==> src/rtl/oc_chunk_sequencer_pkg.sv <==
// oc_chunk_sequencer_pkg
//   Shared constants and state type for the chunked ones-count sequencer.
//   OC_W      : width of one chunk presented to the 15-input ones counter
//   OC_SUM_W  : width of the ones counter's sum output
//   oc_state_e: sequencer FSM states (IDLE=0, RUN=1, DONE=2)
package oc_chunk_sequencer_pkg;

  localparam int unsigned OC_W     = 15;
  localparam int unsigned OC_SUM_W = 4;

  typedef enum logic [1:0] {
    ST_IDLE = 2'd0,
    ST_RUN  = 2'd1,
    ST_DONE = 2'd2
  } oc_state_e;

endpackage

==> src/rtl/oc_chunk_sequencer_oc15.sv <==
// my_oc_fifteen
//   Combinational ones counter for a single 15-bit chunk.
//   Ports:
//     bits  in   OC_W      chunk to count
//     sum   out  OC_SUM_W  number of ones in bits (0..15)
module my_oc_fifteen
  import oc_chunk_sequencer_pkg::*;
(
  input  logic [OC_W-1:0]     bits,
  output logic [OC_SUM_W-1:0] sum
);

  always_comb begin
    sum = '0;
    for (int unsigned i = 0; i < OC_W; i++) begin
      sum = sum + OC_SUM_W'(bits[i]);
    end
  end

endmodule

==> src/rtl/oc_chunk_sequencer.sv <==
// oc_chunk_sequencer
//   Sequential ones-count controller. Latches a word of NCHUNK x 15 bits,
//   feeds one 15-bit chunk per clock into a single my_oc_fifteen counter and
//   accumulates the partial sums. Handshake: start / busy / done.
//   Parameters:
//     NCHUNK  chunks per word (data width = NCHUNK*15)
//     CNT_W   count width, clog2(NCHUNK*15+1)
//   Ports:
//     clk      in   1      rising-edge clock
//     rst_n    in   1      asynchronous active-low reset
//     start    in   1      request, accepted in IDLE or DONE
//     data_in  in   W      word to count, sampled with an accepted start
//     busy     out  1      high while chunks are being counted
//     done     out  1      one-cycle pulse, count valid
//     count    out  CNT_W  popcount of the last completed word (held)
//   Optional feature (macro OC_SEQ_THRESH_EN):
//     thresh   in   CNT_W  threshold, sampled at the done edge
//     above    out  1      registered (count >= thresh), held like count
module oc_chunk_sequencer
  import oc_chunk_sequencer_pkg::*;
#(
  parameter int unsigned NCHUNK = 4,
  parameter int unsigned CNT_W  = 6
) (
  input  logic                   clk,
  input  logic                   rst_n,
  input  logic                   start,
  input  logic [NCHUNK*OC_W-1:0] data_in,
`ifdef OC_SEQ_THRESH_EN
  input  logic [CNT_W-1:0]       thresh,
  output logic                   above,
`endif
  output logic                   busy,
  output logic                   done,
  output logic [CNT_W-1:0]       count
);

  localparam int unsigned W     = NCHUNK * OC_W;
  localparam int unsigned IDX_W = (NCHUNK > 1) ? $clog2(NCHUNK) : 1;

  oc_state_e             state_q;
  oc_state_e             state_d;
  logic [W-1:0]          data_q;
  logic [IDX_W-1:0]      idx_q;
  logic [CNT_W-1:0]      acc_q;
  logic [CNT_W-1:0]      count_q;

  logic [OC_W-1:0]       chunk;
  logic [OC_SUM_W-1:0]   oc_sum;
  logic [CNT_W-1:0]      acc_sum;
  logic                  accept;
  logic                  last;

  assign accept  = start && ((state_q == ST_IDLE) || (state_q == ST_DONE));
  assign last    = (idx_q == IDX_W'(NCHUNK - 1));
  assign acc_sum = acc_q + CNT_W'(oc_sum);

  // Chunk mux written as a compare-select loop so a non-power-of-two
  // NCHUNK never produces an out-of-range part select.
  always_comb begin
    chunk = '0;
    for (int unsigned i = 0; i < NCHUNK; i++) begin
      if (idx_q == IDX_W'(i)) begin
        chunk = data_q[OC_W*i +: OC_W];
      end
    end
  end

  my_oc_fifteen u_oc (
    .bits (chunk),
    .sum  (oc_sum)
  );

  always_ff @(posedge clk or negedge rst_n) begin
    if (!rst_n) begin
      state_q <= ST_IDLE;
    end else begin
      state_q <= state_d;
    end
  end

  always_comb begin
    state_d = state_q;
    case (state_q)
      ST_IDLE: if (start) state_d = ST_RUN;
      ST_RUN:  if (last)  state_d = ST_DONE;
      ST_DONE: state_d = start ? ST_RUN : ST_IDLE;
      default: state_d = ST_IDLE;
    endcase
  end

  // The last chunk's sum is folded straight into count so the result
  // appears on the same edge that raises done; idx holds at the last
  // chunk instead of wrapping.
  always_ff @(posedge clk or negedge rst_n) begin
    if (!rst_n) begin
      data_q  <= '0;
      idx_q   <= '0;
      acc_q   <= '0;
      count_q <= '0;
    end else if (accept) begin
      data_q <= data_in;
      idx_q  <= '0;
      acc_q  <= '0;
    end else if (state_q == ST_RUN) begin
      acc_q <= acc_sum;
      if (last) begin
        count_q <= acc_sum;
      end else begin
        idx_q <= idx_q + 1'b1;
      end
    end
  end

`ifdef OC_SEQ_THRESH_EN
  logic above_q;

  always_ff @(posedge clk or negedge rst_n) begin
    if (!rst_n) begin
      above_q <= 1'b0;
    end else if ((state_q == ST_RUN) && last && !accept) begin
      above_q <= (acc_sum >= thresh);
    end
  end

  assign above = above_q;
`endif

  assign busy  = (state_q == ST_RUN);
  assign done  = (state_q == ST_DONE);
  assign count = count_q;

endmodule

==> config.mk <==
export PLATFORM = sky130hd
export DESIGN_NAME = oc_chunk_sequencer
export DESIGN_NICKNAME = d
export VERILOG_FILES = /design/src/rtl/oc_chunk_sequencer_pkg.sv /design/src/rtl/oc_chunk_sequencer_oc15.sv /design/src/rtl/oc_chunk_sequencer.sv
export SDC_FILE = /design/constraint.sdc
export NUM_CORES = 1
export LEC_CHECK = 0
export BUFFER_PORTS_ARGS = -buffer_cell sky130_fd_sc_hd__buf_2
export CAP_MARGIN = 20
export CORE_UTILIZATION = 50
export DETAILED_ROUTE_END_ITERATION = 16
export PLACE_DENSITY = 0.73
export SLEW_MARGIN = 20
export SYNTH_ARGS = -nofsm -noshare
export SYNTH_HDL_FRONTEND = slang
export SYNTH_SLANG_ARGS = --single-unit
==> constraint.sdc <==
create_clock -name clk -period 6 [get_ports clk]
set_input_delay 0.9 -clock clk [delete_from_list [all_inputs] [get_ports clk]]
set_output_delay 0.9 -clock clk [all_outputs]
set_load 0.03 [all_outputs]
==> flow_metrics.env, run 1 <==
export IMPL_path_class="reg -> reg"
export IMPL_cts_clk_slew_worst_paths_ps=70
export IMPL_synth_nets=539
export IMPL_slew_viol_final=0
export IMPL_skew_ps=7.071
export IMPL_worstSkewPairLatency_ps=340
export IMPL_die_h_um=90.35
export IMPL_tightestPinTransition_ps=929.8
export IMPL_slew_limit_headroom_pct=38.02
export IMPL_die_area_um2=8162
export IMPL_status="completed"
export IMPL_ios=71
export IMPL_fin_tns_setup_ps=0
export IMPL_critPathMaxFanout=13
export IMPL_startpoint_type="flip-flop"
export IMPL_cts_root_buf="clkbuf_8"
export IMPL_ys_types=32
export IMPL_vias=3133
export IMPL_nFillCells=661
export IMPL_holdCritStartpoint="data_q[56]"
export IMPL_coreArea_um2=7408
export IMPL_hold_path_end="data_q[56]"
export IMPL_crit_required_ps=6220
export IMPL_r2r_start="idx_q[0]"
export IMPL_syn_avg_cell_area_um2=8.634
export IMPL_yosysSeqAreaShare_pct=48.73
export IMPL_drt_iter0_drc=181
export IMPL_timing_final_crit_period_ps=5622
export IMPL_hold_buffers=0
export IMPL_placement_rows=31
export IMPL_maxCapViolations=0
export IMPL_place_congestion=0.8589
export IMPL_via_per_inst=5.053
export IMPL_wirelength_um=8554
export IMPL_numPortBuffers=70
export IMPL_fp_dieW_um=90.35
export IMPL_antenna_found_initial=0
export IMPL_grt_pass1_vias=3121
export IMPL_drt_pass1_iter_count=4
export IMPL_numCtsBuffers=9
export IMPL_synth_area_leaders="dfrtp_1, nand2_1, fa_1"
export IMPL_grt_ovfl_total=0
export IMPL_ff2ff_path_depth=17
export IMPL_r2r_slack_ps=380
export IMPL_timing_fmax_ghz=0.1779
export IMPL_report_final_hold_viol_count=0
export IMPL_post_route_period_util_pct=93.71
export IMPL_wl_per_cell_um=13.80
export IMPL_syn_to_final_growth_pct=16.32
export IMPL_finalSetupViolCount=0
export IMPL_num_antenna_cells=0
export IMPL_hp_class="reg -> reg"
export IMPL_yosys_warnings=0
export IMPL_cts_setup_buffers=0
export IMPL_h_tree_depth=3
export IMPL_clock_sinks=76
export IMPL_initial_utilization_pct=52.68
export IMPL_synth_seq_cells=76
export IMPL_synthCells=452
export IMPL_grt_max_degree=77
export IMPL_synth_top_area_share_pct=48.73
export IMPL_cts_buffer_depth=2
export IMPL_end_kind="flip-flop"
export IMPL_drtAntennaViolNets=0
export IMPL_tritoncts="built"
export IMPL_syn_area_um2=3902
export IMPL_grt_usage_pct=22.46
export IMPL_fin_nets=603
export IMPL_rsz0062_at_grt="false"
export IMPL_grt_pass1_wl_um=14520
export IMPL_layout_drive_gt1_share_pct=20.15
export IMPL_drc_errors=0
export IMPL_r2r_end="count[4]"
export IMPL_yosysTopAreaCell="dfrtp_1"
export IMPL_min_path_cells=2
export IMPL_cts_resized=0
export IMPL_dpl_hpwl_um=6329
export IMPL_arrival_ps=5850
-- logic make-up (layout without fill, tap and decap cells) --
group                    count (synthesis)  after routing  share of synthesized area [%]
AO/OA/AOI/OAI                           64             64                          9.266
flip-flops                              76             76                          48.73
adder cells (fa/ha/maj)                 24             24                          9.618
multiplexers                             4              4                          1.154
AND/OR/NAND/NOR                        243            243                          25.55
buffers and inverters                   34            103                          4.104
XOR/XNOR                                 7              7                          1.571
-- per-layer routing --
metal	vias to the layer above	GRT usage, %	wire (µm)
met5	-	0	0
met4	0	5.645	27
met3	2	5.303	520
met2	87	37.21	4264
met1	1480	29.86	3741
li1	1564	-	-
-- worst max-delay path, stage by stage, from the launching register on --
cell and delay, ps:
dfrtp_1 430, inv_1 100, ha_1 390, a21oi_1 80, a21oi_1 140, o21ai_0 110, ha_1 340, fa_1 520
fa_1 520, fa_1 530, fa_1 510, ha_1 240, fa_1 500, fa_1 450, a21o_2 220, a21oi_1 210
xor2_1 160, o21ai_1 70
-- cell usage after synthesis --
cell and n:
xor2_1 4, inv_1 7, nand2b_2 1, a21oi_1 33, buf_6 1, a22o_1 4, inv_6 1, xnor2_1 3
a21o_2 1, nand2_4 1, o21ai_1 12, fa_1 10, o21ai_0 9, dfrtp_1 76, nor2_1 6, a211oi_1 1
buf_2 16, mux2_1 3, nand2_1 215, a21o_1 1, o31ai_1 1, inv_2 1, nor3_2 1, mux2_2 1
nand2b_1 1, a211oi_2 1, clkbuf_1 8, and3_1 1, nand3b_1 15, nor2b_1 2, ha_1 14, o31ai_2 1
-- how the worst max path moves through the flow --
| stage | depth (start not counted) | startpoint | end | slack (ps) |
|---|---|---|---|---|
| after floorplan | 19 | idx_q[0] | count[4] | 600 |
| after global placement | 17 | idx_q[0] | count[4] | 540 |
| after detailed placement | 17 | idx_q[0] | count[3] | 380 |
| after CTS | 17 | idx_q[0] | count[4] | 380 |
| after global routing | 17 | idx_q[0] | count[3] | 60 |
| final | 17 | idx_q[0] | count[4] | 380 |
-- through the flow --
step | cell area, µm² | instances | util (%) | setup WS, ps | hold slack, ps
3_5_place_dp | 4338 | 604 | 58.55 | 383.7 | 462.6
6_report | 4539 | 620 | 61.27 | 377.5 | 482.9
2_1_floorplan | 3902 | 452 | - | 600.3 | 445.5
5_1_grt | 4539 | 620 | 61.27 | 58.92 | 508.1
4_1_cts | 4539 | 620 | 61.27 | 379.4 | 485.9
3_3_place_gp | 4318 | 603 | 58.28 | 539.5 | 463.3
-- flip-flops by register name (all words and copies together), names as in the netlist --
signal and count:
state_q 2, count 6, data_q 60, idx_q 2, acc_q 6
-- layout by cell type (no fill, tap or decap), drive strengths merged --
cell / netlist / final
a21oi: 33 / 33
nand2b: 2 / 2
inv: 9 / 9
a211oi: 2 / 2
mux2: 4 / 4
o21ai: 21 / 21
and3: 1 / 1
a22o: 4 / 4
dfrtp: 76 / 76
xnor2: 3 / 3
nor2b: 2 / 2
buf: 17 / 78
a21o: 2 / 2
xor2: 4 / 4
nand2: 216 / 216
o31ai: 2 / 2
nor3: 1 / 1
clkinv: 0 / 3
bufinv: 0 / 1
fa: 10 / 10
nand3b: 15 / 15
clkbuf: 8 / 10
ha: 14 / 14
nor2: 6 / 6
clkinvlp: 0 / 2
-- layout make-up --
class | count | area [µm²] | area share (%)
tap | 99 | 123.9 | 2.729
timing repair buffer | 78 | 422.9 | 9.316
inverter | 9 | 38.79 | 0.8545
clock inverter | 6 | 63.81 | 1.406
multi-input combinational | 342 | 1851 | 40.77
sequential | 76 | 1902 | 41.90
clock buffer | 10 | 137.6 | 3.032
Power of run 1 is not shown: default switching activity piles up to over one toggle a cycle in this logic, so the estimate is an artifact.
==> inputs of run 2 (changes only) <==
CORE_MARGIN = 2   (was default)
CORE_UTILIZATION = 56   (was 50)
PLACE_DENSITY = 0.8   (was 0.73)
==> flow_metrics.env, run 2 (synthesis gave the netlist of run 1 again) <==
export IMPL_grt_ovfl_total=0
export IMPL_r2r_slack_ps=280
export IMPL_syn_to_final_growth_pct=15.49
export IMPL_fp_dieW_um=87.48
export IMPL_cts_buffer_depth=2
export IMPL_post_route_period_util_pct=95.27
export IMPL_clock_sinks=76
export IMPL_layout_drive_gt1_share_pct=19.65
export IMPL_wirelength_um=8674
export IMPL_vias=3092
export IMPL_place_congestion=0.9017
export IMPL_cts_clk_slew_worst_paths_ps=80
export IMPL_die_h_um=87.48
export IMPL_dp_cells=583
export IMPL_skew_ps=6.653
export IMPL_hold_path_end="data_q[48]"
export IMPL_crit_required_ps=6240
export IMPL_drt_pass1_iter_count=4
export IMPL_numCtsBuffers=9
export IMPL_status="completed"
export IMPL_drc_errors=0
export IMPL_grt_usage_pct=24.87
export IMPL_initial_utilization_pct=57.76
export IMPL_worstSkewPairLatency_ps=350
export IMPL_grt_max_degree=77
export IMPL_tritoncts="built"
export IMPL_hold_buffers=0
export IMPL_maxCapViolations=0
export IMPL_finalSetupViolCount=0
export IMPL_grt_pass1_vias=3012
export IMPL_slew_limit_headroom_pct=36.97
export IMPL_instances_no_fill=599
export IMPL_startpoint="idx_q[0]"
export IMPL_wl_per_cell_um=14.48
export IMPL_cts_resized=0
export IMPL_coreArea_um2=6756
export IMPL_startpoint_type="flip-flop"
export IMPL_r2r_start="idx_q[0]"
export IMPL_antenna_found_initial=0
export IMPL_dpl_hpwl_um=6089
export IMPL_fin_nets=601
export IMPL_finalInstanceArea_um2=4507
export IMPL_slew_viol_final=0
export IMPL_r2r_end="count[4]"
export IMPL_rsz0062_at_grt="false"
export IMPL_final_common_cell="nand2_1"
export IMPL_hp_class="reg -> reg"
export IMPL_end_kind="flip-flop"
export IMPL_fin_tns_setup_ps=0
export IMPL_ff2ff_path_depth=17
export IMPL_via_per_inst=5.162
export IMPL_die_area_um2=7653
export IMPL_top_register="data_q"
export IMPL_ios=71
export IMPL_placement_rows=30
export IMPL_h_tree_depth=3
export IMPL_numPortBuffers=70
export IMPL_arrival_ps=5960
export IMPL_path_class="reg -> reg"
export IMPL_timing_fmax_ghz=0.1749
export IMPL_critPathMaxFanout=20
export IMPL_cts_setup_buffers=0
export IMPL_num_antenna_cells=0
export IMPL_final_cell_mix="nand2_1, dfrtp_1, buf_2, a21oi_1, nand3b_1"
export IMPL_utilization_pct=66.70
export IMPL_timing_final_crit_period_ps=5716
export IMPL_report_final_hold_viol_count=0
export IMPL_largest_reg_flops=60
export IMPL_drtAntennaViolNets=0
export IMPL_tightestPinTransition_ps=945.5
export IMPL_cts_root_buf="clkbuf_8"
export IMPL_grt_pass1_wl_um=14410
export IMPL_placed_area_um2=4299
export IMPL_holdCritStartpoint="data_q[48]"
export IMPL_drt_iter0_drc=238
export IMPL_min_path_cells=2
==> run 2: worst max-delay path by stage <==
stage | endpoint | slack (ps) | cells after the start
global placement | count[4] | 500 | 17
floorplan | count[4] | 600 | 19
CTS | count[4] | 310 | 17
finish | count[4] | 280 | 17
global route | count[4] | 30 | 17
detailed placement | count[4] | 330 | 17
==> run 2: through the flow <==
stage,hold slack [ps],worst slack [ps]
floorplan,445.5,600.3
global placement,457.9,504.5
detailed placement,463.0,332.7
CTS,483.2,311.8
global route,506.9,27.60
finish,481.6,283.9
==> run 2: final cells by class <==
class / instances / area, µm²
Timing Repair Buffer: 76 / 407.9
Tap cell: 80 / 100.1
Multi-Input combinational cell: 342 / 1856
Clock inverter: 4 / 47.55
Fill cell: 540 / 2250
Clock buffer: 12 / 155.1
Inverter: 9 / 38.79
Sequential cell: 76 / 1902
==> run 2: worst max-delay path, stage by stage (launching register included) <==
cell     delay [ps]
dfrtp_1         430
inv_1           100
ha_1            410
buf_12          200
a21oi_1          80
o21ai_1         130
ha_1            260
fa_1            510
fa_1            530
fa_1            520
fa_1            500
ha_1            250
fa_1            500
fa_1            450
a21o_2          220
a21oi_1         250
xor2_1          190
o21ai_1          70
==> run 2: routing by layer <==
layer	wire length (µm)	GRT usage, %	vias up
met5	0	0	-
met4	119	7.832	0
met3	531	5.592	9
met2	4094	38.22	92
met1	3929	35.37	1422
li1	-	-	1569
Power of run 2 is left out for the same reason.
